==> src/rtl/hole_fill.sv <==
// Streaming hole filler: invalid disparities take the last valid value of the line, up to MAX_RUN.
// Optional per-line hole statistics on the hole_cnt port when HOLE_FILL_STATS_EN is defined.
module hole_fill #(
    parameter int unsigned       DWIDTH       = 16,
    parameter int unsigned       CWIDTH       = 11,
    parameter int unsigned       WIDTH        = 1920,
    parameter logic [DWIDTH-1:0] INVALID      = 16'hFFFF,
    parameter logic [DWIDTH-1:0] FILL_DEFAULT = 16'd0,
    parameter int unsigned       MAX_RUN      = 64
) (
    input  logic              clk,
    input  logic              rst,
    input  logic              clken,
    input  logic              enable,
    input  logic [DWIDTH-1:0] din,
    input  logic              din_valid,
    output logic [DWIDTH-1:0] dout,
    output logic              dout_valid,
    output logic [CWIDTH-1:0] col,
    output logic              line_done
`ifdef HOLE_FILL_STATS_EN
    ,
    output logic [CWIDTH:0]   hole_cnt
`endif
);

    localparam int unsigned RW = $clog2(MAX_RUN + 1);
    localparam int unsigned HW = CWIDTH + 1;

    typedef enum logic [0:0] {StLead, StTrack} state_e;

    state_e            state_q, state_d;
    logic [DWIDTH-1:0] last_q, last_d, fill;
    logic [RW-1:0]     run_q, run_d;
    logic [CWIDTH-1:0] cnt_q;
    logic              accept, is_inv, eol;

    assign accept = clken & enable & din_valid;
    assign is_inv = (din == INVALID);
    assign eol    = (cnt_q == CWIDTH'(WIDTH - 1));

    always_ff @(posedge clk) begin
        if (rst) begin
            state_q <= StLead;
        end else begin
            state_q <= state_d;
        end
    end

    // The last column of a line always sends the FSM back to LEAD.
    always_comb begin
        state_d = state_q;
        if (accept) begin
            if (eol) begin
                state_d = StLead;
            end else if (!is_inv) begin
                state_d = StTrack;
            end
        end
    end

    always_comb begin
        fill   = din;
        last_d = last_q;
        run_d  = run_q;
        unique case (state_q)
            StLead: begin
                if (!is_inv) begin
                    last_d = din;
                    run_d  = '0;
                end else begin
                    fill = FILL_DEFAULT;
                end
            end
            StTrack: begin
                if (!is_inv) begin
                    last_d = din;
                    run_d  = '0;
                end else if (run_q < RW'(MAX_RUN)) begin
                    fill  = last_q;
                    run_d = run_q + RW'(1);
                end else begin
                    fill = INVALID;
                end
            end
            default: fill = din;
        endcase
        if (eol) begin
            last_d = '0;
            run_d  = '0;
        end
    end

    always_ff @(posedge clk) begin
        if (rst) begin
            last_q     <= '0;
            run_q      <= '0;
            cnt_q      <= '0;
            dout       <= '0;
            dout_valid <= 1'b0;
            col        <= '0;
            line_done  <= 1'b0;
        end else begin
            dout_valid <= accept;
            line_done  <= accept & eol;
            if (accept) begin
                last_q <= last_d;
                run_q  <= run_d;
                dout   <= fill;
                col    <= cnt_q;
                cnt_q  <= eol ? '0 : cnt_q + CWIDTH'(1);
            end
        end
    end

`ifdef HOLE_FILL_STATS_EN
    logic [HW-1:0] hole_acc_q;

    // hole_cnt publishes the completed line total, including its final pixel.
    always_ff @(posedge clk) begin
        if (rst) begin
            hole_acc_q <= '0;
            hole_cnt   <= '0;
        end else if (accept) begin
            if (eol) begin
                hole_cnt   <= hole_acc_q + HW'(is_inv);
                hole_acc_q <= '0;
            end else begin
                hole_acc_q <= hole_acc_q + HW'(is_inv);
            end
        end
    end
`endif

endmodule
==> config.mk <==
export PLATFORM = sky130hd
export DESIGN_NAME = hole_fill
export DESIGN_NICKNAME = d
export VERILOG_FILES = /design/src/rtl/hole_fill.sv
export SDC_FILE = /design/constraint.sdc
export NUM_CORES = 1
export LEC_CHECK = 0
export CAP_MARGIN = 5
export CORE_ASPECT_RATIO = 2
export CORE_UTILIZATION = 49
export DETAILED_ROUTE_END_ITERATION = 8
export PLACE_DENSITY_LB_ADDON = 0.2
export SLEW_MARGIN = 10
export SYNTH_ARGS = -nofsm -noshare
export SYNTH_HDL_FRONTEND = slang
export SYNTH_SLANG_ARGS = --single-unit
==> constraint.sdc <==
create_clock -name clk -period 2.8 [get_ports clk]
set_input_delay 0.56 -clock clk [delete_from_list [all_inputs] [get_ports clk]]
set_output_delay 0.56 -clock clk [all_outputs]
set_load 0.005 [all_outputs]
; After elaboration in Yosys (flattened, before gate mapping)
; Index checks and enable logic that the tools add are counted.
[word_totals]
out_inout_bits = 29
in_bits = 21
regBits = 64
[op_classes]
reduce_logical = 2
add_sub_neg = 2
n_eq_ne = 5
muxes = 14
bitwise = 4
magnitude_cmp = 1
[ops]
columns = cell, n
row1 = $mux 16, 5
row2 = $pmux 16 s2, 1
row3 = $mux 7, 4
row4 = $eq 16x16->1 const B, 1
row5 = $pmux 7 s2, 1
row6 = $add 11x1->11 const B, 1
row7 = $eq 11x11->1 const B, 1
row8 = $mux 11, 1
row9 = $add 7x1->7 const B, 1
row10 = $lt 7x7->1 const B, 1
row11 = $ne 4x2->1 const B, 1
row12 = $and 1x1->1, 3
row13 = $ne 3x3->1 const B, 1
row14 = $reduce_and 3->1, 1
row15 = $mux 1, 2
row16 = $ne 2x1->1 const B, 1
row17 = $reduce_and 2->1, 1
row18 = $not 1->1, 1

; Logic depth before layout (Yosys ltp)
[depth]
word_depth = 5
ltp_mapped = 7
ltp_nobuf = 5

; Worst setup path after synthesis
; OpenSTA, ideal clock, no wires.
[synth_path]
path_kind = input-to-reg
startpoint = input din[0]
endpoint = register last_q[10]
path_stages = 6
arrival_time_ps = 1875
t_required_ps = 2683
slack_ps = 808
cell_sequence = nand4_1 -> or4_4 -> and3_4 -> buf_6 -> buf_8 -> a22o_1
[synth_via]
elab_chain_cells = 3
[synth_rtl]
columns = element, line
row1 = "start, declared", 15  ; input logic [DWIDTH-1:0] din,
row2 = $eq 16x16->1, 39  ; assign is_inv = (din == INVALID);
row3 = $ne 2x1->1 (no source line), n/a
row4 = $reduce_and 2->1 (no source line), n/a
row5 = "end signal, assigned", 107  ; last_q <= last_d;
row6 = "end, declared", 33  ; logic [DWIDTH-1:0] last_q, last_d, fill;
; Every way passes these cells.
; A chain may end at the register's enable or synchronous reset.

; Worst setup path in the final report
[layout_path]
startpoint = input din[10]
endpoint = register last_q[0]
; The elaborated chain is that of the path after synthesis.

==> metrics.txt <==
status=complete, no violations; leading register cell type out of synthesis=dfxtp_1; placeable core region=0.00542 mm²; share of Yosys cell area claimed by the top area cell type=0.467; wire per inst=15.8 µm; Synth Instances=295; Pins Over Slew Limit=0; clock share of power=0.403; Worst setup EP type=flip-flop; clock root buffer master=clkbuf_8; clk slew on worst S/H paths=0.06 ns; sequential share of power=0.514; MaxCap Viol Count=0; vias after detailed routing=2385; number of detailed-route iterations in the first pass=4; standard-cell row count=38; hold buffers post-CTS=0; Tot Pwr=0.00184 W; count of flip-flops with a built-in enable after synthesis=0; period utilisation layout=0.803; Top-Level Pins=50; RSZ-0062 raised after global routing=no; effective utilization at floorplan=0.506; clock network latency to the later pin of the worst-skew pair=0.34 ns; count of synthesis-stage warnings from yosys=0; CP arrival=2.53 ns; average footprint of a synthesized cell=9.30 µm²; Net Switching=0.000422 W; Leakage=1.18 nW; combined global-route utilization of all metal layers=0.246; post-synth net total=318; peak clock frequency supported by timing=approximately 0.44 GHz; remaining antenna violation count=0; Setup WS pre-CTS=0.192 ns; fill count=503; start-to-end type of the worst setup path=in2reg; total count of hold-check failures in the final report=0; Required @ worst endpoint=3.08 ns; DRT iter0 DRCs=94; total number of nets in the final design=between 300 and 400; via count of the first global-routing pass=2191; die footprint=0.00592 mm²; Final GP Congestion=0.818; area taken by flip-flops and latches=0.00128 mm²; count of different cell masters after synthesis=between 40 and 50; DP Wirelength=4590 µm; worst-path fanout max=17; Worst Tran Pin Value=0.672 ns; # setup viols final=0; FF-to-FF setup slack=0.92 ns; global-route wire length before repair=approximately 10000 µm; share of flip-flops with an asynchronous set or reset=0; flop and latch count out of synthesis=64; Port Buf Inserts=49; Max H-tree Level=3; PD cells=532 mW/mm²; die outline width=~55 µm; die boundary height=roughly 110 µm; mapped cell area=0.00274 mm²; TritonCTS clock tree=yes; most used standard cell by instance count after synthesis=dfxtp_1; TritonCTS sink count=64; HP Class=reg2reg; layout-stage area growth over the synthesis result=25.9%; combinational fraction of design power=0.083; antenna diode count=0; total gr overflow=0; fraction of layout instances using a drive strength above 1=0.0925; Internal=about 0.0014 W; antenna violations before repair=0; startpoint kind of the worst setup timing path=primary input; Max VDD drop=between 400 and 500 µV; drt via density=5.87; setup repair bufs after CTS=0; final critical delay including setup and external delays=2.25 ns; most area-consuming cells after synthesis=dfxtp_1, mux2i_1, a22o_1; clk buf depth=2; library cell with the largest summed area after synthesis=dfxtp_1; Relative slew margins=0.551; most common library cells after synthesis=dfxtp_1, nand2_1, nor2_1; Setup WS post-layout=0.552 ns; TritonCTS buffer count=9; register area share after synthesis=0.467; largest net degree at the start of global routing=51; final routed wirelength across all metal layers=6420 µm; net switching share of the total power=0.229; area of the multi-input gates=0.00133 mm²; number of resized instances in the post-cts repair step=0; sum of negative setup slack=0 ns; Clock Skew=0.00266 ns; number of remaining DRC errors=0
==> through the flow <==
step	utilization	std cells	hold WS, ns	cell area [µm²]
2_1_floorplan	-	295	0.443	2740
3_3_place_gp	0.604	390	0.441	3270
3_5_place_dp	0.604	390	0.446	3270
4_1_cts	0.637	406	0.455	3450
5_1_grt	0.637	406	0.476	3450
6_report	0.637	406	0.451	3450
==> power by group through the flow <==
stage	clock network [W]	registers (W)	logic, W
floorplan	0	0.000964	0.0000718
global placement	0	0.000965	0.000152
detailed placement	0	0.000965	0.000153
CTS	0.000754	0.000945	0.000153
global route	0.000794	0.000947	0.000166
finish	0.000741	0.000945	0.000152
==> layout make-up <==
class | count | area share
multi-input combinational | 203 | 0.386
sequential | 64 | 0.371
timing repair buffer | 57 | 0.163
clock buffer | 12 | 0.0391
tap | 60 | 0.0217
clock inverter | 4 | 0.0130
inverter | 6 | 0.00652
==> cell families (layout without fill, tap and decap cells) <==
logic type	count (synthesis)	count (layout)	share of synthesized area
fa+ha+maj	2	2	0.00912
xor+xnor	6	6	0.0192
mux	17	17	0.0620
compound gates	82	82	0.220
flops	64	64	0.467
buf+inv	28	79	0.0511
simple gates	96	96	0.171
==> worst max-delay path, stage by stage <==
cell and delay, ns:
clkdlybuf4s50_1 0.54, nand4_1 0.18, or4_4 0.62, a21oi_4 0.42
a22o_1 0.20
==> per-layer routing <==
layer	part of all wire	routed length, µm	global-route usage	vias up
li1	-	-	-	1167
met1	0.39	2510	0.265	1144
met2	0.55	3500	0.423	58
met3	0.031	198	0.0508	16
met4	0.032	207	0.125	0
met5	0	0	0	-
==> cell usage in the layout, fill, tap and decap left out, types with 6 or more instances in the layout <==
| cell type | count |
|---|---|
| clkbuf_8 | 9 |
| a211oi_1 | 17 |
| mux2i_1 | 17 |
| dfxtp_1 | 64 |
| a21oi_1 | 17 |
| a22o_1 | 16 |
| nor2_1 | 28 |
| o21a_1 | 16 |
| buf_4 | 7 |
| inv_1 | 6 |
| nand4_1 | 9 |
| nand3_1 | 6 |
| clkdlybuf4s50_1 | 49 |
| nand2_1 | 31 |
==> registers in the layout, indices dropped and copies added, names as in the netlist <==
register,flops
state_q,1
last_q,16
line_done,1
col,11
dout_valid,1
dout,16
cnt_q,11
run_q,7
==> worst paths after layout <==
path	startpoint	to	cells past startpoint
worst max-delay path	din[10]	last_q[0]	5
worst min-delay path	col[4]	col[4]	2
worst max register to register	cnt_q[0]	last_q[0]	5
worst min register to register	col[4]	col[4]	2
Note: power is estimated with default switching activity, not from simulation.
==> edit (same settings) <==
`CWIDTH`: 11 -> 10.
--- a/src/rtl/hole_fill.sv
+++ b/src/rtl/hole_fill.sv
@@ -4,3 +4,3 @@
     parameter int unsigned       DWIDTH       = 16,
-    parameter int unsigned       CWIDTH       = 11,
+    parameter int unsigned       CWIDTH       = 10,
     parameter int unsigned       WIDTH        = 1920,
Interface: changed (resized col); port bits go from 50 to 49. The function was not compared with the original's and may differ.
==> edit against the original RTL <==
Count of clock-buffer cells in the layout decreased by 1; sequential cell count shrank 2; setup slack lost 150 ps; total power is 6.1% higher; cell area decreased by 1.9%; global-route usage increased by 2.9 points; synthesized area decreased by 8.4%; sequential power decreased by 3.1%; die area fell by 8.2%; final cell count grew 3.9%; wire length increased by 4.4%; critical path type unchanged; critical endpoint is now run_q[3]$_SDFFE_PP0P_; largest power group unchanged.
==> edit: results <==
export IMPL_critPathSlowestCell="or4_1"
export IMPL_grt_max_degree=35
export IMPL_yosysUniqueCellTypes=31
export IMPL_htree_levels=3
export IMPL_slowest_delay_ps=550
export IMPL_path_class="in2reg"
export IMPL_r2r_cells=6
export IMPL_diodes=0
export IMPL_slew_headroom_pct=60.8
export IMPL_grt_antenna_before_repair=0
export IMPL_num_fill_cells=400
export IMPL_p_leak_nw=1.18
export IMPL_vias=2405
export IMPL_cts_root_buf="clkbuf_8"
export IMPL_synthCells=300
export IMPL_drt_total_wl_um=6700
export IMPL_routabilityCongestion=0.878
export IMPL_port_buffers=48
export IMPL_async_flop_share_pct=0
export IMPL_drive_gt1_share_pct=11.2
export IMPL_hold_path_class="reg2reg"
export IMPL_path_clk_slew_ps=70
export IMPL_post_cts_buffers=0
export IMPL_clockBufferDepth=2
export IMPL_skew_ps=9.14
export IMPL_yosysSeqAreaShare_pct=49.4
export IMPL_crit_arrival_ps=2660
export IMPL_final_cells=422
export IMPL_post_dp_hpwl_um=4540
export IMPL_cp_startpoint="din[0]"
export IMPL_status="finished, final reports clean"
export IMPL_hold_depth=2
export IMPL_worstPathMaxFanout=2
export IMPL_synth_warnings=0
export IMPL_grt_pass1_wl_um=11000
export IMPL_nets=384
export IMPL_reg2reg_from="state_q$_SDFFE_PP0P_"
export IMPL_synth_area_leaders="dfxtp_1, nor2_1, a22o_1, o21ai_0, a211oi_1"
export IMPL_irDropWorstVdd_v=0.000783
export IMPL_top_regs="dout: 16 flops, last_q: 16 flops"
export IMPL_ys_top_cells_by_count="dfxtp_1, nor2_1, nand2_1"
export IMPL_grt_pass1_vias=2312
export IMPL_cts_buffers=9
export IMPL_ctsResizeCount=0
export IMPL_drtPass1Iterations=4
export IMPL_clock_latency_ps=340
export IMPL_placed_cells=407
export IMPL_synth_nets=323
export IMPL_detail_route_antenna_nets=0
export IMPL_dr_first_iter_drc_count=73
export IMPL_grt_usage_pct=27.4
export IMPL_hold_start="col[6]$_SDFFE_PP0P_"
==> edit: cell count changes after synthesis, sizes merged, moves of 15 or more <==
cell,change
o21ai,+24
o21a,-15
nor3,+16
mux2i,-17
nor2,+16
==> edit: routing by layer <==
layer	track usage, %	share of wire, %	vias to the layer above
li1	-	-	1189
met1	29.5	38	1142
met2	49.6	57	64
met3	6.14	3.1	10
met4	11.7	2.0	0
met5	0	0	-
==> edit: worst max-delay path, delay by kind of cell <==
kind            cells  cell delay, ps
compound gates      1              80
simple gates        4            1530
buf+inv             1             500
==> edit: kinds of logic (layout without fill, tap and decap cells) <==
| kind of cell | count (synthesis) | count (layout) | synth area share [%] |
|---|---|---|---|
| buf+inv | 25 | 90 | 3.83 |
| flops | 62 | 62 | 49.4 |
| fa+ha+maj | 2 | 2 | 0.995 |
| compound gates | 83 | 83 | 21.3 |
| simple gates | 123 | 123 | 22.7 |
| xor+xnor | 5 | 5 | 1.74 |
==> edit: per-stage QoR <==
step                setup slack, ps  util [%]  cell area [sq um]  hold slack [ps]
floorplan                       566         -               2510              437
global placement               90.3      64.5               3170              442
detailed placement             67.3      64.5               3170              447
CTS                             403      69.0               3390              456
global route                    339      69.0               3390              471
finish                          403      69.0               3390              454
==> edit: layout make-up <==
| cell class | count | area [sq um] | area share, % |
|---|---|---|---|
| clock inverter | 4 | 70.1 | 2.07 |
| inverter | 3 | 11.3 | 0.332 |
| clock buffer | 11 | 151 | 4.47 |
| sequential | 62 | 1240 | 36.6 |
| tap | 57 | 71.3 | 2.10 |
| multi-input combinational | 213 | 1180 | 34.9 |
| timing repair buffer | 72 | 661 | 19.5 |
==> edit: path summary, 6_finish.rpt <==
check / end / slack [ps]
min: col[6]$_SDFFE_PP0P_ / 450
max: run_q[3]$_SDFFE_PP0P_ / 400
max reg2reg: run_q[5]$_SDFFE_PP0P_ / 900
min reg2reg: col[6]$_SDFFE_PP0P_ / 450
==> edit: report_power, final <==
part	switching (mW)	internal [mW]	total (mW)
registers	0.0122	0.904	0.916
clock network	0.339	0.542	0.880
logic	0.0722	0.0826	0.155
total	0.423	1.53	1.95
